[src/rtl/image_proc_pkg.sv]
// image_proc_pkg: definitions shared by the image-processing line stages.
//   reader_state_t     : line-reader FSM states (IDLE, STREAM, DRAIN, FLUSH)
//   DEFAULT_LINE_WIDTH : default pixels per line, reused by the filter stages
//   DEFAULT_LINE_COUNT : default lines per frame, reused by the filter stages
//   clog2()            : counter width helper, never returns less than 1
package image_proc_pkg;

  typedef enum logic [1:0] {
    ST_IDLE   = 2'd0,
    ST_STREAM = 2'd1,
    ST_DRAIN  = 2'd2,
    ST_FLUSH  = 2'd3
  } reader_state_t;

  localparam int DEFAULT_LINE_WIDTH = 640;
  localparam int DEFAULT_LINE_COUNT = 480;

  // A single-line frame (LINE_COUNT = 1) still needs a 1-bit row counter,
  // so the result is clamped to at least 1.
  function automatic int clog2(input int value);
    int result;
    result = 1;
    for (int i = 1; i < 31; i++) begin
      if ((1 << i) < value) begin
        result = i + 1;
      end
    end
    return result;
  endfunction

endpackage

[src/rtl/stream_skid_buffer.sv]
// stream_skid_buffer: 2-entry registered FIFO with valid/ready on both sides.
//   clock, reset         : clock and synchronous active-high reset
//   flush                : synchronous discard of all stored entries
//   in_data/in_valid     : upstream word; in_ready is high when a slot is free
//   out_data/out_valid   : head entry, held stable until out_ready accepts it
//   out_ready            : downstream accepts the head entry
module stream_skid_buffer #(
  parameter int WIDTH = 10
) (
  input  logic             clock,
  input  logic             reset,
  input  logic             flush,
  input  logic [WIDTH-1:0] in_data,
  input  logic             in_valid,
  output logic             in_ready,
  output logic [WIDTH-1:0] out_data,
  output logic             out_valid,
  input  logic             out_ready
);

  logic [WIDTH-1:0] head_reg;
  logic [WIDTH-1:0] tail_reg;
  logic [1:0]       level_reg;
  logic             push;
  logic             pop;

  assign in_ready  = (level_reg != 2'd2);
  assign out_valid = (level_reg != 2'd0);
  assign out_data  = head_reg;
  assign push      = in_valid & in_ready;
  assign pop       = out_valid & out_ready;

  // The head register only changes when it is consumed or when it is empty,
  // which keeps out_data stable under backpressure.
  always_ff @(posedge clock) begin
    if (reset || flush) begin
      level_reg <= 2'd0;
      head_reg  <= '0;
      tail_reg  <= '0;
    end else begin
      case ({push, pop})
        2'b10: begin
          if (level_reg == 2'd0) head_reg <= in_data;
          else                   tail_reg <= in_data;
          level_reg <= level_reg + 2'd1;
        end
        2'b01: begin
          head_reg  <= tail_reg;
          level_reg <= level_reg - 2'd1;
        end
        2'b11: begin
          if (level_reg == 2'd1) begin
            head_reg <= in_data;
          end else begin
            head_reg <= tail_reg;
            tail_reg <= in_data;
          end
        end
        default: ;
      endcase
    end
  end

endmodule

[src/rtl/fifo_line_reader.sv]
// fifo_line_reader: pop-side controller for the image-line FIFO.
//   clock, reset          : clock and synchronous active-high reset
//   enable                : permits new pops; low pauses without losing position
//   clear                 : synchronous flush (wins over enable)
//   fifo_ready            : FIFO non-empty (may lag a pop by one cycle)
//   fifo_data             : FIFO read data, valid the cycle after fifo_pop
//   fifo_popped_last      : the returning word emptied the FIFO
//   fifo_pop, fifo_clear  : one-cycle pop strobe / one-cycle FIFO clear
//   out_data/out_valid/out_ready : downstream pixel stream
//   out_line_end/out_frame_end   : last pixel of line / of frame
//   frame_done            : one-cycle pulse after the frame-end transfer
module fifo_line_reader
  import image_proc_pkg::*;
#(
  parameter int DATA_WIDTH = 8,
  parameter int LINE_WIDTH = DEFAULT_LINE_WIDTH,
  parameter int LINE_COUNT = DEFAULT_LINE_COUNT
) (
  input  logic                  clock,
  input  logic                  reset,
  input  logic                  enable,
  input  logic                  clear,
  input  logic                  fifo_ready,
  input  logic [DATA_WIDTH-1:0] fifo_data,
  input  logic                  fifo_popped_last,
  output logic                  fifo_pop,
  output logic                  fifo_clear,
  output logic [DATA_WIDTH-1:0] out_data,
  output logic                  out_valid,
  input  logic                  out_ready,
  output logic                  out_line_end,
  output logic                  out_frame_end,
  output logic                  frame_done
);

  localparam int COL_W = clog2(LINE_WIDTH);
  localparam int ROW_W = clog2(LINE_COUNT);
  localparam logic [COL_W-1:0] COL_LAST = COL_W'(LINE_WIDTH - 1);
  localparam logic [ROW_W-1:0] ROW_LAST = ROW_W'(LINE_COUNT - 1);

  reader_state_t         state_reg, state_next;
  logic                  in_flight_reg;
  logic [COL_W-1:0]      col_reg;
  logic [ROW_W-1:0]      row_reg;
  logic                  frame_done_reg;

  logic                  skid_in_ready;
  logic                  skid_out_valid;
  logic [DATA_WIDTH+1:0] skid_in_word;
  logic [DATA_WIDTH+1:0] skid_out_word;
  logic [2:0]            buffered;
  logic [2:0]            occupancy;
  logic                  xfer;
  logic                  line_end_tag;
  logic                  frame_end_tag;

  // Each captured word is tagged with its line/frame position as it enters
  // the skid buffer. Every captured word leaves in order exactly once (or is
  // discarded together with the counters on flush), so the capture position
  // equals the position of the pixel at the output; carrying the tags with
  // the data keeps them stable under backpressure for free.
  assign line_end_tag  = (col_reg == COL_LAST);
  assign frame_end_tag = line_end_tag & (row_reg == ROW_LAST);
  assign skid_in_word  = {line_end_tag, frame_end_tag, fifo_data};

  stream_skid_buffer #(
    .WIDTH (DATA_WIDTH + 2)
  ) u_skid (
    .clock     (clock),
    .reset     (reset),
    .flush     (clear),
    .in_data   (skid_in_word),
    .in_valid  (in_flight_reg),
    .in_ready  (skid_in_ready),
    .out_data  (skid_out_word),
    .out_valid (skid_out_valid),
    .out_ready (out_ready)
  );

  assign out_valid     = skid_out_valid;
  assign out_data      = skid_out_word[DATA_WIDTH-1:0];
  assign out_frame_end = skid_out_valid & skid_out_word[DATA_WIDTH];
  assign out_line_end  = skid_out_valid & skid_out_word[DATA_WIDTH+1];
  assign frame_done    = frame_done_reg;
  assign xfer          = skid_out_valid & out_ready;

  // Buffer fill recovered from the skid handshake flags.
  assign buffered  = !skid_out_valid ? 3'd0 : (skid_in_ready ? 3'd1 : 3'd2);
  // A word leaving this cycle frees its slot in time for a word popped now,
  // which is what lets the stream sustain one pixel per clock.
  assign occupancy = buffered + {2'b00, in_flight_reg} - {2'b00, xfer};

  // State register
  always_ff @(posedge clock) begin
    if (reset) state_reg <= ST_IDLE;
    else       state_reg <= state_next;
  end

  // Next-state logic
  always_comb begin
    state_next = state_reg;
    if (clear) begin
      state_next = ST_FLUSH;
    end else begin
      case (state_reg)
        ST_IDLE:   if (enable) state_next = ST_STREAM;
        ST_STREAM: if (!enable) state_next = ST_DRAIN;
        ST_DRAIN: begin
          if (enable)                                      state_next = ST_STREAM;
          else if (!skid_out_valid && !in_flight_reg)      state_next = ST_IDLE;
        end
        ST_FLUSH:  state_next = ST_IDLE;
        default:   state_next = ST_IDLE;
      endcase
    end
  end

  // Output logic. fifo_ready may still read high the cycle after the last
  // word was popped; the returning word's popped_last flag closes that gap.
  always_comb begin
    fifo_clear = (state_reg == ST_FLUSH);
    fifo_pop   = (state_reg == ST_STREAM) && fifo_ready && (occupancy < 3'd2)
                 && !(in_flight_reg && fifo_popped_last) && !clear;
  end

  // Credit, position counters and frame_done pulse
  always_ff @(posedge clock) begin
    if (reset || clear) begin
      in_flight_reg  <= 1'b0;
      col_reg        <= '0;
      row_reg        <= '0;
      frame_done_reg <= 1'b0;
    end else begin
      in_flight_reg  <= fifo_pop;
      frame_done_reg <= xfer & out_frame_end;
      if (in_flight_reg) begin
        if (line_end_tag) begin
          col_reg <= '0;
          row_reg <= (row_reg == ROW_LAST) ? '0 : row_reg + ROW_W'(1);
        end else begin
          col_reg <= col_reg + COL_W'(1);
        end
      end
    end
  end

endmodule

[config.mk]
export PLATFORM = sky130hd
export DESIGN_NAME = fifo_line_reader
export DESIGN_NICKNAME = d
export VERILOG_FILES = /design/src/rtl/image_proc_pkg.sv /design/src/rtl/stream_skid_buffer.sv /design/src/rtl/fifo_line_reader.sv
export SDC_FILE = /design/constraint.sdc
export NUM_CORES = 1
export LEC_CHECK = 0
export BUFFER_PORTS_ARGS = -buffer_cell sky130_fd_sc_hd__buf_4
export CAP_MARGIN = 20
export CORE_MARGIN = 2
export CORE_UTILIZATION = 58
export DETAILED_ROUTE_END_ITERATION = 8
export GPL_TIMING_DRIVEN = 0
export PLACE_DENSITY = 0.91
export SETUP_SLACK_MARGIN = 0.05
export SKIP_LAST_GASP = 1
export SYNTH_ARGS = -nofsm -noshare
export SYNTH_HDL_FRONTEND = slang
export SYNTH_HIERARCHICAL = 1
export SYNTH_SLANG_ARGS = --single-unit
[constraint.sdc]
create_clock -name clock -period 3.3 [get_ports clock]
set_clock_uncertainty 0.2 [all_clocks]
set_input_delay 0.66 -clock clock [delete_from_list [all_inputs] [get_ports clock]]
set_output_delay 0.66 -clock clock [all_outputs]
set_load 0.01 [all_outputs]
==> results.json <==
{
  "syn_area_mm2": 0.00241,
  "synth_seq_cells": 45,
  "synth_cell_types": 46,
  "fmax_mhz": 321,
  "timing.setup.critical_path_class": "flop to primary output",
  "grtUsageMet2_pct": 34.6,
  "power_per_cell_area_mw_per_mm2": 335,
  "die_y_um": 68.4,
  "min_from": "u_skid/tail_reg[7]$_SDFFE_PP0P_",
  "wl_per_cell_um": 14.9,
  "crit_fanout": 8,
  "grt_pass1_vias": 1889,
  "fin_setup_tns_ns": 0,
  "start_util_pct": 60.2,
  "grt.met1_usage_pct": 36.1,
  "leakagePower_nw": 0.987,
  "die_width_um": 68.4,
  "synth_cells": 281,
  "grt_max_degree": 14,
  "ir_drop_mv": 0.195,
  "clk-insertion-delay-late_ns": 0.30,
  "global_route.usage.met3_pct": 5.76,
  "tritoncts": "yes",
  "critPathMaxStageDelay_ns": 0.36,
  "remaining_drc_errors": 0,
  "fp.dieArea_mm2": 0.00468,
  "clockBufferDepth": 2,
  "cells_after_dpl": 359,
  "detailed_place_hpwl_um": 3980,
  "globalplace.congestion": 0.831,
  "period_utilisation_layout_pct": 94.3,
  "timing.final.hold_violations": 0,
  "cts_inserted_buffers": 5,
  "diodes": 0,
  "path_cells": "inv_2, ha_4, inv_2, and2_1, ha_1, xor2_1, ha_1, nor2_1, nand3_1, a21oi_1, buf_4",
  "aggregate_global_route_resource_usage_pct": 24.4,
  "result_of_the_run": "completed",
  "global_route_wire_length_before_repair_um": 8570,
  "fraction_of_layout_instances_using_a_drive_strength_above_1_pct": 17.9,
  "final.min_clock_period_ns": 3.11,
  "synth_nets": 308,
  "avgViaCountPerCell": 5.98,
  "dr.first_iter.drc_count": 267,
  "rows": 23,
  "worstSetupStartpoint": "u_skid/level_reg[0]$_SDFFE_PP0P_",
  "synth_warnings": 6,
  "routed_wirelength_um": 5500,
  "tightest_slew_ns": 0.668,
  "global_route.peak_usage_layer": "met1",
  "dr.pass1.iters": 5,
  "critical_path_arrival_ns": 2.25,
  "gr-total-overflow": 0,
  "maxSlewHeadroom_pct": 55.3,
  "final_nets": 344,
  "num_io_pins": 29,
  "timing.hold.worst.class": "flop to flop",
  "final_antenna_net_count": 0,
  "start_kind": "flop",
  "dominantRegCellSynth": "sky130_fd_sc_hd__dfxtp_1",
  "timing.critical_path.to_type": "primary output",
  "slew_violations": 0,
  "layoutNonFillerInstCount": 368,
  "rsz0062_at_grt": "false",
  "cap_viol_max_count": 0,
  "avgSynthCellArea_um2": 8.56,
  "cts_sinks": 45,
  "ys_async_sr_fraction_pct": 0,
  "io_buffers": 28,
  "share_of_the_yosys_chip_area_belonging_to_registers_pct": 37.4,
  "syn_to_final_growth_pct": 15.7,
  "cp_data_required_time_ns": 2.44,
  "clk_pin_slew_worst_paths_ns": 0.08,
  "total_power_uw": 933,
  "critical_path.reg2reg.startpoint": "u_skid/level_reg[0]$_SDFFE_PP0P_",
  "number_of_synthesized_flops_with_an_enable_pin": 0,
  "worst_path_max_delay_cell": "sky130_fd_sc_hd__dfxtp_2",
  "dr_total_vias": 2200,
  "antenna_found_initial": 0,
  "cts_max_level": 2,
  "setup-violations-final": 0,
  "cts.root.buffer_cell": "sky130_fd_sc_hd__clkbuf_8",
  "std_cell_core_area_mm2": 0.00400
}
synthesized netlist by cell type (3+ instances only):
cell,count,area (um2)
sky130_fd_sc_hd__xor2_1,5,43.8
sky130_fd_sc_hd__nor2_1,18,67.6
sky130_fd_sc_hd__nand3b_1,3,22.5
sky130_fd_sc_hd__dfxtp_1,45,901
sky130_fd_sc_hd__buf_2,3,15.0
sky130_fd_sc_hd__nand3_1,9,45.0
sky130_fd_sc_hd__a311oi_1,11,96.3
sky130_fd_sc_hd__clkbuf_1,6,22.5
sky130_fd_sc_hd__nor2b_1,7,43.8
sky130_fd_sc_hd__o31ai_1,10,75.1
sky130_fd_sc_hd__nor3_1,14,70.1
sky130_fd_sc_hd__xnor2_1,6,52.6
sky130_fd_sc_hd__inv_1,11,41.3
sky130_fd_sc_hd__and2_1,7,43.8
sky130_fd_sc_hd__o211ai_1,21,158
sky130_fd_sc_hd__ha_1,12,150
sky130_fd_sc_hd__nand2b_1,4,25.0
sky130_fd_sc_hd__nand2_1,17,63.8
sky130_fd_sc_hd__o21ai_0,14,70.1
sky130_fd_sc_hd__a21oi_1,24,120
placed cells by master (no fill, tap or decap), types with 8 or more instances in the layout:
cell type,instances
sky130_fd_sc_hd__buf_4,31
sky130_fd_sc_hd__nand2_1,17
sky130_fd_sc_hd__o211ai_1,21
sky130_fd_sc_hd__a21oi_1,24
sky130_fd_sc_hd__nor3_1,14
sky130_fd_sc_hd__nand3_1,9
sky130_fd_sc_hd__dfxtp_1,44
sky130_fd_sc_hd__o21ai_0,14
sky130_fd_sc_hd__nor2_1,18
sky130_fd_sc_hd__o31ai_1,10
sky130_fd_sc_hd__ha_1,11
sky130_fd_sc_hd__a311oi_1,11
sky130_fd_sc_hd__inv_1,8
power by group:
part	switching, mW	internal, mW	leakage [nW]	total, mW
Clock	0.182	0.147	0.0450	0.329
Sequential	0.00236	0.546	0.364	0.548
Combinational	0.0309	0.0245	0.578	0.0554
kinds of logic (layout without fill, tap and decap cells):
kind of cell             count (synthesis)  count (layout)  share of synthesized area, %
AND/OR/NAND/NOR                         99              99                          23.1
flip-flops                              45              45                          37.4
buffers and inverters                   27              64                          5.36
adder cells (fa/ha/maj)                 12              12                          6.24
XOR/XNOR                                11              11                          4.00
AO/OA/AOI/OAI                           87              87                          23.8
worst paths after layout:
path,cells past startpoint,to,slack [ns]
max,11,fifo_pop,0.19
min,2,u_skid/tail_reg[7]$_SDFFE_PP0P_,0.29
max reg2reg,9,u_skid/tail_reg[2]$_SDFFE_PP0P_,0.92
min reg2reg,2,u_skid/tail_reg[7]$_SDFFE_PP0P_,0.29
timing repair:
item / 4_1_cts / 5_1_grt
buffers inserted: 0 / 1
gates resized for setup: 2 / 4
hold buffers: 0 / 0
setup endpoints to repair: 1 / 1
metal layers:
layer / part of all wire (%) / vias up
met5: 0 / -
met4: 0.67 / 0
met3: 6.5 / 4
met2: 45 / 76
met1: 48 / 1010
li1: - / 1110
critical path: cells and delay by family (launching register included):
kind / cells / cell delay, ns
adders and majority gates: 3 / 0.66
DFF: 1 / 0.36
and+or+nand+nor: 3 / 0.34
buffers and inverters: 3 / 0.29
xor gates and xnor gates: 1 / 0.16
AOI/OAI and AO/OA: 1 / 0.14
layout make-up:
type                    instances  area (um2)
plain buffers                  15        83.8
well taps                      50        62.6
inverters                      12        45.0
repair buffers                 29         218
flip-flops and latches         45         902
clock buffers                   6        72.6
clock inverters                 2        10.0
multi-input cells             209        1390
fillers                       317        1220
metrics by stage:
stage | cell area [um2] | setup WS (ns) | hold slack, ns | utilization [%]
global route | 2780 | 0.0492 | 0.317 | 69.6
floorplan | 2410 | 0.481 | 0.249 | -
detailed placement | 2680 | 0.269 | 0.276 | 67.0
CTS | 2760 | 0.0582 | 0.287 | 69.1
global placement | 2680 | 0.309 | 0.268 | 67.0
finish | 2780 | 0.188 | 0.290 | 69.6
(Power assumes the default switching activity.)
